==> config.mk <==
export PLATFORM = sky130hd
export DESIGN_NAME = hue_sequencer
export DESIGN_NICKNAME = d
export VERILOG_FILES = /design/src/rtl/hue_pkg.sv /design/src/rtl/hue_sequencer_step_timer.sv /design/src/rtl/hue_sequencer.sv
export SDC_FILE = /design/constraint.sdc
export NUM_CORES = 1
export LEC_CHECK = 0
export ABC_AREA = 1
export BUFFER_PORTS_ARGS = -buffer_cell sky130_fd_sc_hd__buf_2
export CORE_MARGIN = 2
export CORE_UTILIZATION = 30
export CTS_BUF_LIST = sky130_fd_sc_hd__clkbuf_16
export DETAILED_ROUTE_END_ITERATION = 7
export GPL_TIMING_DRIVEN = 0
export SETUP_SLACK_MARGIN = 0.05
export SLEW_MARGIN = 30
export SYNTH_ARGS = -nofsm -noshare
export SYNTH_HDL_FRONTEND = slang
export SYNTH_SLANG_ARGS = --single-unit
==> constraint.sdc <==
create_clock -name clk -period 2.21 [get_ports clk]
set_input_delay 0.3315 -clock clk [delete_from_list [all_inputs] [get_ports clk]]
set_output_delay 0.3315 -clock clk [all_outputs]
set_load 0.05 [all_outputs]
==> src/rtl/hue_pkg.sv <==
// hue_pkg: shared types and helpers for the RGB hue-wheel sequencer.
//   phase_t      - six-phase hue wheel encoding (6 and 7 are illegal)
//   NUM_PHASES   - number of legal phases
//   phase_next() - cyclic successor; illegal encodings recover to GREEN_INC
package hue_pkg;

  localparam int NUM_PHASES = 6;

  typedef enum logic [2:0] {
    GREEN_INC = 3'd0,
    RED_DEC   = 3'd1,
    BLUE_INC  = 3'd2,
    GREEN_DEC = 3'd3,
    RED_INC   = 3'd4,
    BLUE_DEC  = 3'd5
  } phase_t;

  function automatic phase_t phase_next(input phase_t p);
    case (p)
      GREEN_INC: return RED_DEC;
      RED_DEC:   return BLUE_INC;
      BLUE_INC:  return GREEN_DEC;
      GREEN_DEC: return RED_INC;
      RED_INC:   return BLUE_DEC;
      default:   return GREEN_INC;
    endcase
  endfunction

endpackage

==> src/rtl/hue_sequencer_step_timer.sv <==
// step_timer: free-running terminal counter, counts 0..STEP_CLKS-1 while en.
//   clk  - system clock
//   rst  - synchronous active-high reset, count returns to 0
//   en   - count enable; 0 holds the count
//   tick - high during the terminal-count cycle (only while en)
module step_timer #(
  parameter int STEP_CLKS = 20000
) (
  input  logic clk,
  input  logic rst,
  input  logic en,
  output logic tick
);

  localparam int CW = (STEP_CLKS > 1) ? $clog2(STEP_CLKS) : 1;
  localparam logic [CW-1:0] LAST = CW'(STEP_CLKS - 1);

  logic [CW-1:0] count;

  assign tick = en && (count == LAST);

  always_ff @(posedge clk) begin
    if (rst) begin
      count <= '0;
    end else if (en) begin
      count <= (count == LAST) ? '0 : count + 1'b1;
    end
  end

endmodule

==> src/rtl/hue_sequencer.sv <==
// hue_sequencer: steps a six-phase RGB hue wheel with linear ramps and
// produces the three PWM duty values. A new duty set is only committed on
// period_wrap, so a PWM period never sees a mid-period duty change.
//   clk, rst              - clock, synchronous active-high reset
//   en                    - run enable; 0 freezes all state
//   period_wrap           - pulse on the PWM counter's last count
//   duty_r/duty_g/duty_b  - registered duty values (0..PWM_INTERVAL)
//   phase                 - current hue phase
//   phase_adv             - one-cycle pulse when phase changes
//
// phase      | meaning
// GREEN_INC  | R=MAX,       G=level,     B=0
// RED_DEC    | R=MAX-level, G=MAX,       B=0
// BLUE_INC   | R=0,         G=MAX,       B=level
// GREEN_DEC  | R=0,         G=MAX-level, B=MAX
// RED_INC    | R=level,     G=0,         B=MAX
// BLUE_DEC   | R=MAX,       G=0,         B=MAX-level
module hue_sequencer
  import hue_pkg::*;
#(
  parameter  int PWM_INTERVAL = 1000,
  parameter  int STEP_SIZE    = 10,
  parameter  int STEP_CLKS    = 20000,
  localparam int W            = $clog2(PWM_INTERVAL + 1)
) (
  input  logic         clk,
  input  logic         rst,
  input  logic         en,
  input  logic         period_wrap,
  output logic [W-1:0] duty_r,
  output logic [W-1:0] duty_g,
  output logic [W-1:0] duty_b,
  output logic [2:0]   phase,
  output logic         phase_adv
);

  localparam logic [W-1:0] MAX_W  = W'(PWM_INTERVAL);
  localparam logic [W:0]   MAX_X  = (W + 1)'(PWM_INTERVAL);
  localparam logic [W:0]   STEP_X = (W + 1)'(STEP_SIZE);

  logic         tick;
  logic         commit;
  logic         pending_q;
  phase_t       phase_q, phase_nx;
  logic [W-1:0] level_q, level_nx;
  logic [W:0]   level_sum;
  logic         adv_nx;
  logic [W-1:0] inv;
  logic [W-1:0] r_nx, g_nx, b_nx;

  step_timer #(.STEP_CLKS(STEP_CLKS)) u_timer (
    .clk  (clk),
    .rst  (rst),
    .en   (en),
    .tick (tick)
  );

  // A tick coinciding with the wrap commits directly instead of via pending.
  assign commit    = en && period_wrap && (pending_q || tick);
  assign level_sum = {1'b0, level_q} + STEP_X;
  assign phase     = phase_q;

  always_comb begin
    phase_nx = phase_q;
    level_nx = level_sum[W-1:0];
    adv_nx   = 1'b0;
    if (phase_q > BLUE_DEC) begin
      phase_nx = GREEN_INC;
      level_nx = '0;
      adv_nx   = 1'b1;
    end else if (level_sum >= MAX_X) begin
      phase_nx = phase_next(phase_q);
      level_nx = '0;
      adv_nx   = 1'b1;
    end
  end

  // Duty decode from the post-commit phase/level; level never exceeds MAX.
  always_comb begin
    inv  = MAX_W - level_nx;
    r_nx = MAX_W;
    g_nx = '0;
    b_nx = '0;
    case (phase_nx)
      GREEN_INC: begin r_nx = MAX_W;    g_nx = level_nx; b_nx = '0;       end
      RED_DEC:   begin r_nx = inv;      g_nx = MAX_W;    b_nx = '0;       end
      BLUE_INC:  begin r_nx = '0;       g_nx = MAX_W;    b_nx = level_nx; end
      GREEN_DEC: begin r_nx = '0;       g_nx = inv;      b_nx = MAX_W;    end
      RED_INC:   begin r_nx = level_nx; g_nx = '0;       b_nx = MAX_W;    end
      BLUE_DEC:  begin r_nx = MAX_W;    g_nx = '0;       b_nx = inv;      end
      default:   begin r_nx = MAX_W;    g_nx = '0;       b_nx = '0;       end
    endcase
  end

  always_ff @(posedge clk) begin
    if (rst) begin
      phase_q   <= GREEN_INC;
      level_q   <= '0;
      pending_q <= 1'b0;
      duty_r    <= MAX_W;
      duty_g    <= '0;
      duty_b    <= '0;
      phase_adv <= 1'b0;
    end else begin
      phase_adv <= 1'b0;
      if (commit) begin
        pending_q <= 1'b0;
        phase_q   <= phase_nx;
        level_q   <= level_nx;
        phase_adv <= adv_nx;
        duty_r    <= r_nx;
        duty_g    <= g_nx;
        duty_b    <= b_nx;
      end else if (tick) begin
        // One deep: a tick while already pending is simply absorbed.
        pending_q <= 1'b1;
      end
    end
  end

endmodule

==> results.yml, run 1 <==
finish:
  stdcell_count: 707
  drive_gt1_share_pct: 43.8
  antenna_cells: 0
  multi_input_area_sq_mm: 0.00243
  ff_latch_area_sq_mm: 0.00121
  finalNetCount: 573
  fillCellCount: 981
  fin_area_sq_mm: 0.00488
  syn2layout_area_growth_pct: 51.5
  fin_util_pct: 47.1
die:
  die_x_um: 108
  die_area_sq_mm: 0.0116
  design.core.area_sq_mm: 0.0104
  num_rows: 37
  start_util_pct: 31.1
  pin_count: 38
  die_y_um: 108
detailed_routing:
  drc: 0
  antenna_left: 0
  drt-total-wl_um: 10800
  drt-initial-drc-count: 223
  wl_per_cell_um: 15.3
  dr.pass1.iters: 5
  via_per_inst: 5.15
  routed-via-count: 3642
clocking:
  cts_max_level: 3
  clock-sinks: 60
  clkLatencyLatePin_ns: 0.33
  path_clk_slew_ns: 0.06
  numCtsBuffers: 9
  cts_root_buffer: "clkbuf_16"
  postCtsHoldBufs: 0
  tritoncts: "done"
  clock_tree.buffer_depth: 2
critical_path:
  critical_path_class: "reg2reg"
  crit_buf_inv: 2
  critical-path-top-delay-family: "simple AND/OR/NAND/NOR gates"
  worstPathRequired_ns: 2.43
  reg2reg_from: "level_q[2]$_SDFFE_PP0P_"
  crit_cells: 20
  cp-endpoint: "duty_b[9]$_SDFFE_PP0P_"
  cp-end-kind: "flip-flop"
  r2r_cells: 20
  critPathMostFrequentCell: "nor2_4"
  slowest_stage: "dfxtp_4"
  crit_chain: "ha_4 -> nor2_4 -> nor2_4 -> nand2_2 -> nand2_2 -> nand2_2 -> nor2_4 -> nand3_4 -> nand2_8 -> buf_6 -> nand2_4 -> nand2_8 -> nor2_4 -> buf_6 -> nand2_8 -> nand2_8 -> nor2_4 -> nor2_8 -> nand2_2 -> nand2_1"
  worstPathArrival_ns: 2.67
  critical_path_peak_fanout: 7
  reg2reg_slack_ns: -0.23
  startpoint: "level_q[2]$_SDFFE_PP0P_"
  start_kind: "flip-flop"
  regToRegEndpoint: "duty_b[9]$_SDFFE_PP0P_"
  max_stage_delay_ns: 0.38
yosys:
  synth_common_cells: "nand2_1 (136), dfxtp_1 (60), nor2_1 (50)"
  synth_area_sq_mm: 0.00322
  ys_seq_area_share_pct: 37.3
  ys_types: 37
  yosys.area.top_type: "dfxtp_1"
  synth.most_common_cell: "nand2_1"
  synthTopCellsByArea: "dfxtp_1 (37%), nand2_1 (16%), nor2_1 (5.8%), nand3_1 (5.1%), inv_1 (4.9%)"
  async_flop_share_pct: 0
  ys.flop_type: "dfxtp_1"
  ys_warn_count: 0
  synth_edf_count: 0
  netlist.area_leader.share_pct: 37.3
  yosys_register_bits: 60
  synthCells: 470
  synth_area_per_cell_sq_um: 6.86
  synth_nets: 477
pwr:
  powerDensity_mw_per_mm2: 497
  p_total_w: 0.00243
  power_leakage_nw: 2.08
  peakVddDrop_mv: 0.337
grt:
  grt_start_max_net_pins: 13
  grt_use_total_pct: 17.6
  grt_pass1_vias: 3406
  grt_pass1_wl_um: 16100
  antenna_found_initial: 0
  grt_remaining_overflow: 0
placement:
  placedCellCount: 642
  place_congestion: 0.888
  dp_hpwl_um: 6690
  place_ws_ns: -0.412
  io_buffer_count: 36
  place_area_sq_mm: 0.00364
timing:
  period_minus_slack_ns: 2.44
  fmax_mhz: 409
  clock_skew_ns: 0.00556
  worst_pin_slew_ns: 0.519
  setup_viol: 29
  slew_viol_final: 0
  hold_viol: 0
  rsz0062_at_grt: "yes"
  maxSlewHeadroom_pct: 65.2
  fin_ws_ns: -0.234
  final_min_period_over_clock_period_pct: 111
outcome:
  status: "finished with violations"
  violations: "setup timing"
flow_run:
  max_cap_viol_count: 0
worst_hold_path:
  hold_path.class: "in2reg"
  worst_hold_startpoint: "en"
cells by family (layout without fill, tap and decap cells):
| group | after synthesis | after routing | synth area share (%) |
|---|---|---|---|
| AOI/OAI and AO/OA | 70 | 70 | 12.5 |
| xor gates and xnor gates | 6 | 6 | 1.63 |
| adders and majority gates | 3 | 3 | 1.16 |
| buffers and inverters | 57 | 156 | 6.79 |
| DFF | 60 | 60 | 37.3 |
| and+or+nand+nor | 274 | 276 | 40.7 |
layout by cell type, fill, tap and decap left out, types with 3 or more instances in the layout:
| cell type | instances |
|---|---|
| nand3_2 | 8 |
| inv_1 | 37 |
| a21oi_1 | 21 |
| inv_6 | 4 |
| nor2_4 | 18 |
| buf_4 | 42 |
| nor2_1 | 34 |
| o21ai_1 | 5 |
| nand3_4 | 10 |
| dfxtp_1 | 53 |
| clkbuf_16 | 9 |
| a21oi_2 | 9 |
| o22ai_2 | 3 |
| nand3_1 | 21 |
| nand4_1 | 5 |
| xor2_1 | 3 |
| o21ai_0 | 5 |
| buf_2 | 38 |
| clkinvlp_4 | 6 |
| buf_6 | 6 |
| o21ai_2 | 4 |
| nand2_4 | 18 |
| nor2_2 | 11 |
| o22ai_1 | 13 |
| nand2_8 | 7 |
| nand2_2 | 25 |
| dfxtp_2 | 6 |
| nand2_1 | 102 |
| nor3_1 | 10 |
| inv_2 | 10 |
flip-flops by register name, indices dropped and copies added, names as in the netlist:
name and flops:
pending_q 1, phase 3, duty_b 10, duty_r 10, u_timer.count 15, duty_g 10
level_q 10, phase_adv 1
worst min-delay path by stage:
stage                                               end  cells after the start
final                     u_timer.count[1]$_SDFFE_PP0P_                      2
after global placement           duty_b[3]$_SDFFE_PP0P_                      2
after floorplan           u_timer.count[1]$_SDFFE_PP0P_                      1
after CTS                 u_timer.count[1]$_SDFFE_PP0P_                      2
after detailed placement         duty_b[1]$_SDFFE_PP0P_                      2
after global routing      u_timer.count[1]$_SDFFE_PP0P_                      2
what timing repair did:
| action | in CTS | in global routing |
|---|---|---|
| gates resized for setup | 65 | 88 |
| gates cloned | 0 | 2 |
| endpoints found under the setup margin | 41 | 43 |
| pin swaps | 30 | 41 |
| setup buffers | 29 | 19 |
layer usage:
metal	share of wire, %	wire length, um	GRT usage (%)	up-vias
met4	2.6	278	6.78	0
met1	42	4530	22.2	1734
met5	0	0	0	-
li1	-	-	-	1739
met3	5.8	628	3.81	31
met2	50	5380	29.1	138
where the power goes:
| part | switching [W] | internal (W) | total, W |
|---|---|---|---|
| combinational | 0.0000315 | 0.0000145 | 0.0000460 |
| clock | 0.000534 | 0.000761 | 0.00130 |
| sequential | 0.00000296 | 0.00108 | 0.00109 |
area by class of cell:
| type | count | area share (%) |
|---|---|---|
| sequential | 60 | 24.8 |
| clock inverter | 7 | 1.05 |
| multi-input combinational | 355 | 49.7 |
| buffer | 5 | 0.538 |
| clock buffer | 9 | 4.61 |
| inverter | 52 | 4.41 |
| timing repair buffer | 83 | 11.4 |
| tap | 136 | 3.48 |
per-stage QoR:
step	hold WS, ns	setup TNS (ns)
floorplan	0.426	-0.0108
global placement	0.437	-5.55
detailed placement	0.439	-6.89
CTS	0.305	-1.82
global route	0.346	-8.39
finish	0.323	-5.07
Power figures use the tool's default switching activity.
==> run 2, diff against run 1 <==
Settings changed: ABC_AREA 1 to unset, ABC_CLOCK_PERIOD_IN_PS set to 2210.
==> run 2 against run 1 <==
The run still ends with setup timing left. Combinational power shrank 6.5%. Sequential share of layout area shrank 2.5 points. Via count grew 9.6%. Die area grew 7.9%. Utilization grew 0.49 points. Critical path type unchanged. Critical endpoint is now duty_b[6]$_SDFFE_PP0P_. Largest power group unchanged.
==> results.yml, run 2 <==
pwr:
  peakVddDrop_mv: 0.300
  power_leakage_nw: 1.98
  switching_share_pct: 20.9
  power_frac_comb_pct: 1.6
  power.switching_w: 0.000547
  seqPwrFrac_pct: 41.4
  powerDensity_mw_per_mm2: 485
  internal_power_w: 0.00208
  pwr-share-clk_pct: 56.9
  p_total_w: 0.00262
critical_path:
  critical_path_class: "reg2reg"
  crit_chain: "ha_4 -> o21ai_4 -> xor2_4 -> o41ai_4 -> buf_6 -> a21oi_4 -> nand2b_1 -> ha_4 -> inv_4 -> o21ai_4 -> a21oi_2 -> xnor2_2 -> o21ai_2 -> a21oi_2 -> a311oi_1"
  critical_path_peak_fanout: 5
  reg2reg_slack_ns: -0.79
  max_stage_delay_ns: 0.43
  start_kind: "flip-flop"
  cp-end-kind: "flip-flop"
  worstPathRequired_ns: 2.45
  worstPathArrival_ns: 3.24
  slowest_stage: "o41ai_4"
timing:
  period_minus_slack_ns: 3.00
  setup_viol: 40
  fmax_mhz: 334
  worst_pin_slew_ns: 0.849
  clock_skew_ns: 0.00668
  maxSlewHeadroom_pct: 43.1
  rsz0062_at_grt: "yes"
  tns_ns: -15.38
  final_min_period_over_clock_period_pct: 136
  slew_viol_final: 0
  hold_viol: 0
  fin_ws_ns: -0.788
finish:
  layout_commonest_cell: "nor2_1"
  largest_reg_flops: 15
  most-common-layout-cells: "nor2_1 (60), dfxtp_1 (57), buf_4 (47)"
  largest-register: "u_timer.count"
  drive_gt1_share_pct: 41.4
  finalNetCount: 563
  antenna_cells: 0
  syn2layout_area_growth_pct: 55.1
detailed_routing:
  drc: 0
  via_per_inst: 5.67
  dr.pass1.iters: 5
  routed-via-count: 3993
  drt-total-wl_um: 13600
  wl_per_cell_um: 19.4
  antenna_left: 0
  drt-initial-drc-count: 385
die:
  start_util_pct: 30.7
  die_x_um: 112
  pin_count: 38
  design.core.area_sq_mm: 0.0114
  die_y_um: 112
  num_rows: 39
  die_area_sq_mm: 0.0125
yosys:
  ys_types: 63
  synth_area_per_cell_sq_um: 7.79
  ys_seq_area_share_pct: 34.4
  synth_common_cells: "nor2_1 (65), dfxtp_1 (60), nand2_1 (43)"
  synth_edf_count: 0
  ys.flop_type: "dfxtp_1"
  synth_area_sq_mm: 0.00349
  yosys.area.top_type: "dfxtp_1"
  yosys_register_bits: 60
  synthTopCellsByArea: "dfxtp_1 (34%), nor2_1 (7.0%), nand2_1 (4.6%), a21oi_1 (4.4%), o21ai_0 (4.3%)"
  async_flop_share_pct: 0
  synthCells: 448
  synth_nets: 455
  synth.most_common_cell: "nor2_1"
  ys_warn_count: 0
  netlist.area_leader.share_pct: 34.4
clocking:
  path_clk_slew_ns: 0.06
  clock_tree.buffer_depth: 2
  tritoncts: "done"
  cts_max_level: 3
  postCtsHoldBufs: 0
  numCtsBuffers: 9
  clkLatencyLatePin_ns: 0.34
  cts_root_buffer: "clkbuf_16"
  clock-sinks: 60
worst_hold_path:
  hold_path.class: "in2reg"
placement:
  place_congestion: 0.949
  io_buffer_count: 36
  dp_hpwl_um: 8790
grt:
  grt_remaining_overflow: 0
  grt_pass1_vias: 3808
  grt_pass1_wl_um: 21000
  antenna_found_initial: 0
  grt_use_total_pct: 21.5
  grt_start_max_net_pins: 12
outcome:
  violations: "setup timing"
  status: "finished with violations"
flow_run:
  max_cap_viol_count: 0
## run 2: cell count changes in the layout (fill, tap and decap cells not counted), moves of 12 or more
cell,delta
buf_6,+13
o22ai_1,-12
nand2_1,-63
nand2_2,-22
nor2_4,-13
nor2_1,+26
inv_1,-33
nand2_4,-16
## run 2: logic make-up after synthesis
| family | count (synthesis) | synth area share, % |
|---|---|---|
| AO/OA/AOI/OAI | 129 | 26.1 |
| AND/OR/NAND/NOR | 188 | 25.3 |
| XOR/XNOR | 30 | 7.75 |
| adder cells (fa/ha/maj) | 3 | 1.08 |
| buffers and inverters | 38 | 5.34 |
| flip-flops | 60 | 34.4 |
## run 2: final timing paths
path | from | endpoint | depth (start not counted)
setup / recovery | level_q[2]$_SDFFE_PP0P_ | duty_b[6]$_SDFFE_PP0P_ | 15
hold reg to reg | duty_g[3]$_SDFFE_PP0P_ | duty_g[3]$_SDFFE_PP0P_ | 2
hold / removal | en | u_timer.count[0]$_SDFFE_PP0P_ | 3
setup reg to reg | level_q[2]$_SDFFE_PP0P_ | duty_b[6]$_SDFFE_PP0P_ | 15
## run 2: worst max-delay path, delay by kind of cell, from the launching register on
| family | cells | cell delay, ns |
|---|---|---|
| flops | 1 | 0.37 |
| compound gates | 8 | 1.49 |
| simple gates | 1 | 0.15 |
| buf+inv | 2 | 0.21 |
| fa+ha+maj | 2 | 0.38 |
| xor+xnor | 2 | 0.30 |
## run 2: metrics by stage
step | worst slack (ns) | std cells | utilization, % | cell area, sq um | hold slack [ns]
final | -0.788 | 704 | 47.6 | 5410 | 0.375
after global routing | -0.859 | 704 | 47.6 | 5410 | 0.427
after CTS | -0.694 | 684 | 43.6 | 4960 | 0.370
after detailed placement | -1.54 | 627 | 35.1 | 3990 | 0.440
after global placement | -1.60 | 627 | 35.1 | 3990 | 0.433
after floorplan | -0.852 | 448 | - | 3630 | 0.467
## run 2: power groups by stage
stage	clock network [W]	registers [W]	logic, W
final	0.00149	0.00109	0.0000430
after detailed placement	0	0.00111	0.0000402
after global routing	0.00156	0.00109	0.0000484
after CTS	0.00151	0.00109	0.0000423
after floorplan	0	0.00111	0.0000251
after global placement	0	0.00111	0.0000396
## run 2: layer usage
layer | wire (um) | part of all wire [%] | GRT usage, %
met1 | 5720 | 42 | 28.7
met2 | 6310 | 46 | 33.1
met3 | 1140 | 8.3 | 4.84
met4 | 467 | 3.4 | 9.79
met5 | 0 | 0 | 0
## run 2: area by class of cell
type | count | area (sq um)
fillers | 1071 | 5960
multi-input cells | 350 | 2690
flip-flops and latches | 60 | 1210
repair buffers | 101 | 764
plain buffers | 28 | 226
clock buffers | 9 | 225
well taps | 143 | 179
clock inverters | 7 | 90.1
inverters | 6 | 25.0
## run 2: what timing repair did
| item | CTS | global route |
|---|---|---|
| endpoints found under the setup margin | 45 | 44 |
| buffers inserted | 44 | 22 |
| cloned | 1 | 0 |
| endpoints found under the hold margin | 0 | 0 |
| pin swaps | 48 | 39 |
| resized for setup | 85 | 68 |
